[config.mk]
export PLATFORM = sky130hd
export DESIGN_NAME = registro_corrimiento_universal
export DESIGN_NICKNAME = d
export VERILOG_FILES = /design/src/rtl/registro_corrimiento_universal.sv
export SDC_FILE = /design/constraint.sdc
export NUM_CORES = 1
export LEC_CHECK = 0
export ABC_AREA = 1
export ABC_CLOCK_PERIOD_IN_PS = 1100
export BUFFER_PORTS_ARGS = -buffer_cell sky130_fd_sc_hd__buf_2
export CORE_ASPECT_RATIO = 0.9
export CORE_MARGIN = 5
export CORE_UTILIZATION = 45
export DETAILED_ROUTE_END_ITERATION = 6
export HOLD_SLACK_MARGIN = 0.05
export PLACE_DENSITY = 0.74
export SLEW_MARGIN = 5
export SYNTH_ARGS = -nofsm -noshare
export SYNTH_HDL_FRONTEND = slang
export SYNTH_SLANG_ARGS = --single-unit
[constraint.sdc]
create_clock -name clk -period 1.1 [get_ports clk]
set_clock_uncertainty 0.05 [all_clocks]
set_input_delay 0.22 -clock clk [delete_from_list [all_inputs] [get_ports clk]]
set_output_delay 0.22 -clock clk [all_outputs]
set_load 0.01 [all_outputs]
[src/rtl/registro_corrimiento_universal.sv]
// Universal shift register: parallel load, then shift N=min(amount,WIDTH) positions one per falling edge.
// Latency N+1 cycles from start to done; load/start are only accepted in IDLE and dropped otherwise.
module registro_corrimiento_universal #(
  parameter  int WIDTH = 8,
  localparam int SHW   = $clog2(WIDTH) + 1
) (
  input  logic             clk,
  input  logic             rst,
  input  logic             load,
  input  logic [WIDTH-1:0] din,
  input  logic             start,
  input  logic [SHW-1:0]   amount,
  input  logic             dir,
  input  logic [1:0]       mode,
  input  logic             sin,
  output logic [WIDTH-1:0] dout,
  output logic             sout,
  output logic             busy,
  output logic             done
);

  typedef enum logic [1:0] {
    S_IDLE  = 2'd0,
    S_SHIFT = 2'd1,
    S_DONE  = 2'd2
  } state_t;

  state_t           r_state;
  state_t           w_state_nxt;
  logic [SHW-1:0]   r_cnt;
  logic             r_dir;
  logic [1:0]       r_mode;
  logic [WIDTH-1:0] r_data;
  logic             r_sout;

  logic [SHW-1:0]   w_amt_sat;
  logic             w_fill;
  logic [WIDTH-1:0] w_shifted;
  logic             w_shout;

  assign w_amt_sat = (amount > SHW'(WIDTH)) ? SHW'(WIDTH) : amount;

  // One-position shift of the current word using the latched direction and mode.
  always_comb begin
    w_fill    = 1'b0;
    w_shifted = r_data;
    w_shout   = r_sout;
    if (!r_dir) begin
      case (r_mode)
        2'b10:   w_fill = r_data[WIDTH-1];
        2'b11:   w_fill = sin;
        default: w_fill = 1'b0;
      endcase
      w_shifted = {r_data[WIDTH-2:0], w_fill};
      w_shout   = r_data[WIDTH-1];
    end else begin
      case (r_mode)
        2'b01:   w_fill = r_data[WIDTH-1];
        2'b10:   w_fill = r_data[0];
        2'b11:   w_fill = sin;
        default: w_fill = 1'b0;
      endcase
      w_shifted = {w_fill, r_data[WIDTH-1:1]};
      w_shout   = r_data[0];
    end
  end

  always_comb begin
    w_state_nxt = r_state;
    busy        = 1'b0;
    done        = 1'b0;
    case (r_state)
      S_IDLE: begin
        if (!load && start) begin
          w_state_nxt = (w_amt_sat == '0) ? S_DONE : S_SHIFT;
        end
      end
      S_SHIFT: begin
        busy = 1'b1;
        if (r_cnt == SHW'(1)) begin
          w_state_nxt = S_DONE;
        end
      end
      S_DONE: begin
        done        = 1'b1;
        w_state_nxt = S_IDLE;
      end
      default: w_state_nxt = S_IDLE;
    endcase
  end

  always_ff @(negedge clk) begin
    if (rst) begin
      r_state <= S_IDLE;
    end else begin
      r_state <= w_state_nxt;
    end
  end

  // Load wins over start in IDLE; both are ignored outside IDLE.
  always_ff @(negedge clk) begin
    if (rst) begin
      r_cnt  <= '0;
      r_dir  <= 1'b0;
      r_mode <= 2'b00;
      r_data <= '0;
      r_sout <= 1'b0;
    end else begin
      case (r_state)
        S_IDLE: begin
          if (load) begin
            r_data <= din;
            r_sout <= 1'b0;
          end else if (start) begin
            r_cnt  <= w_amt_sat;
            r_dir  <= dir;
            r_mode <= mode;
          end
        end
        S_SHIFT: begin
          r_data <= w_shifted;
          r_sout <= w_shout;
          r_cnt  <= r_cnt - SHW'(1);
        end
        default: ;
      endcase
    end
  end

  assign dout = r_data;
  assign sout = r_sout;

endmodule

==> results.cfg <==
[route]
antenna_left = 0
vias = 1544
via_per_inst = 5.68
dr.pass1.iters = 6
wire_per_inst_um = 16.7
drc_errors = 0
initialDrtViolationCount = 139
drt-total-wl_um = 4550

[final_layout]
syn2layout_area_growth_pct = 81.3
antennaDiodeCount = 0
drive_gt1_frac = 0.502
fin_cells = 272
fin_util = 0.865
layout.nets = 268
final_area_mm2 = 0.00191

[status]
violations = setup timing
status = complete, but fails checks

[timing]
relSlewSlack = 0.804
finalHoldViolCount = 0
setup_slack_ns = -0.797
finalMaxSlewViolations = 0
worst_pin_slew_ns = 0.291
rsz0062_at_grt = true
setup_tns_ns = -11.60
finalSetupViolCount = 29

[grt]
grt_max_degree = 14
grt_pass1_vias = 1472
grt_pass1_wl_um = 6640
overflow = 0
grtUsageTotal = 0.262
antenna_found_initial = 0

[synthesis]
synth_fp_nets = 183
ys_ff_latch = 18
syn_inst = 161
ys_types = 22
syn_area_mm2 = 0.00105
yosysWarnings = 0
synth_seq_area_share = 0.343
syn_area_per_cell_um2 = 6.53

[die]
core_area_mm2 = 0.00220
die_w_um = 60.9
io_pins = 31
die_h_um = 55.8
rows = 16
die-area_mm2 = 0.00340
start_util = 0.477

[worst_setup_path]
critical_path_class = register to primary output
startpoint = r_state[0]
crit_fanout = 2
worstReg2RegStart = r_state[0]
required_ns = 0.83
r2r-end = dout[2]
r2r_slack_ns = -0.42
arrival_ns = 1.63
critPathLaunchType = register
r2r.worst_path.cells = 7
endpoint_kind = primary output
crit_path_end = busy

[place]
hpwl_um = 2210
place_area_mm2 = 0.00148
placed_cells = 236
gp_congestion = 0.818
io_buffers = 30
place_ws_ns = -0.588

[clocking]
cts.sinks = 18
cts.htree.levels = 1
cts_tree = built
clk_pin_slew_ns = 0.07
clkLatencyLatePin_ns = 0.41
numCtsBuffers = 3
hold_buffers = 0
root_buffer = clkbuf_4
cts.path.max_buffers = 2

[pwr]
p_per_area_mw_per_mm2 = 1830
leakagePower_uw = 0.000951
ir_drop_mv = 1.34

[job]
drv_cap = 0

[worst_hold_path]
hp-class = register to register
min-delay-start = sout
==> registers in the layout, indices dropped and copies added, names as in the netlist <==
register  flops
r_state       2
r_cnt         4
r_dir         1
sout          1
r_mode        2
dout          8
==> metal layers <==
| metal | wire length (um) | track usage | vias up |
|---|---|---|---|
| met4 | 263 | 0.164 | 0 |
| met3 | 481 | 0.0928 | 36 |
| met5 | 0 | 0 | - |
| li1 | - | - | 690 |
| met1 | 1530 | 0.272 | 691 |
| met2 | 2270 | 0.432 | 127 |
==> critical path: stages, from the launching register on <==
cell,delay (ns)
dfxtp_2,0.33
buf_6,0.13
nand2_8,0.07
inv_6,0.03
buf_6,0.11
==> power by group <==
part | total [uW] | internal, uW | switching (uW) | leakage, uW
sequential | 919 | 799 | 120 | 0.000153
clock | 675 | 219 | 457 | 0.000110
combinational | 1890 | 911 | 979 | 0.000688
total | 3490 | 1930 | 1560 | 0.000951
==> layout by cell type, fill, tap and decap left out, types with 3 or more instances in the layout <==
| cell | synthesis | final |
|---|---|---|
| inv_1 | 17 | 31 |
| buf_4 | 0 | 24 |
| nor2_1 | 30 | 22 |
| nand2_1 | 29 | 20 |
| buf_2 | 1 | 20 |
| buf_6 | 1 | 16 |
| a21oi_1 | 23 | 13 |
| o21ai_0 | 18 | 10 |
| dfxtp_2 | 0 | 10 |
| a21oi_2 | 0 | 9 |
| o21ai_1 | 0 | 8 |
| dfxtp_1 | 18 | 7 |
| nand2_4 | 2 | 5 |
| nor2_4 | 1 | 5 |
| nand2_2 | 0 | 5 |
| nand3_1 | 5 | 4 |
| nor2_2 | 0 | 4 |
| buf_12 | 0 | 4 |
| inv_6 | 0 | 3 |
| clkbuf_4 | 0 | 3 |
==> cell type report <==
type,count,area (um^2)
Fill cell,113,297
Timing Repair inverter,1,7.51
Multi-Input combinational cell,118,724
Clock inverter,19,72.6
Inverter,20,97.6
Timing Repair Buffer,66,571
Clock buffer,3,22.5
Tap cell,27,33.8
Sequential cell,18,377
==> synth_stat cells, drive strengths merged <==
master | n | area share
o21ai | 20 | 0.10
clkinv | 1 | 0.0048
inv | 20 | 0.071
a31oi | 1 | 0.0060
ha | 2 | 0.024
xor2 | 1 | 0.0083
o211ai | 1 | 0.0071
nand2 | 31 | 0.12
clkbuf | 1 | 0.0036
nand4 | 2 | 0.012
nor3b | 1 | 0.012
buf | 3 | 0.030
a21oi | 23 | 0.11
nand3 | 5 | 0.024
nor2 | 31 | 0.12
dfxtp | 18 | 0.34
==> timing repair <==
| item | in CTS | in global routing |
|---|---|---|
| resized for setup | 48 | 11 |
| pin swaps | 18 | 8 |
| endpoints found under the setup margin | 29 | 29 |
| setup buffers | 12 | 6 |
| gates cloned | 1 | 0 |
==> cells by family after synthesis <==
kind of cell,count (synthesis),synth area share
buf+inv,25,0.110
fa+ha+maj,2,0.0238
flops,18,0.343
xor+xnor,1,0.00833
simple gates,70,0.290
compound gates,45,0.225
==> how the worst min path moves through the flow <==
stage / to / cells after the start
2_1_floorplan: r_cnt[3] / 2
3_3_place_gp: sout / 2
3_5_place_dp: sout / 2
4_1_cts: sout / 2
5_1_grt: sout / 2
6_report: sout / 2
==> stage by stage <==
stage               power, uW  hold WS [ns]
floorplan                1790         0.414
global placement         2210         0.401
detailed placement       2250         0.401
CTS                      3250         0.417
global route             3680         0.438
finish                   3490         0.419
Power figures use the tool's default switching activity.
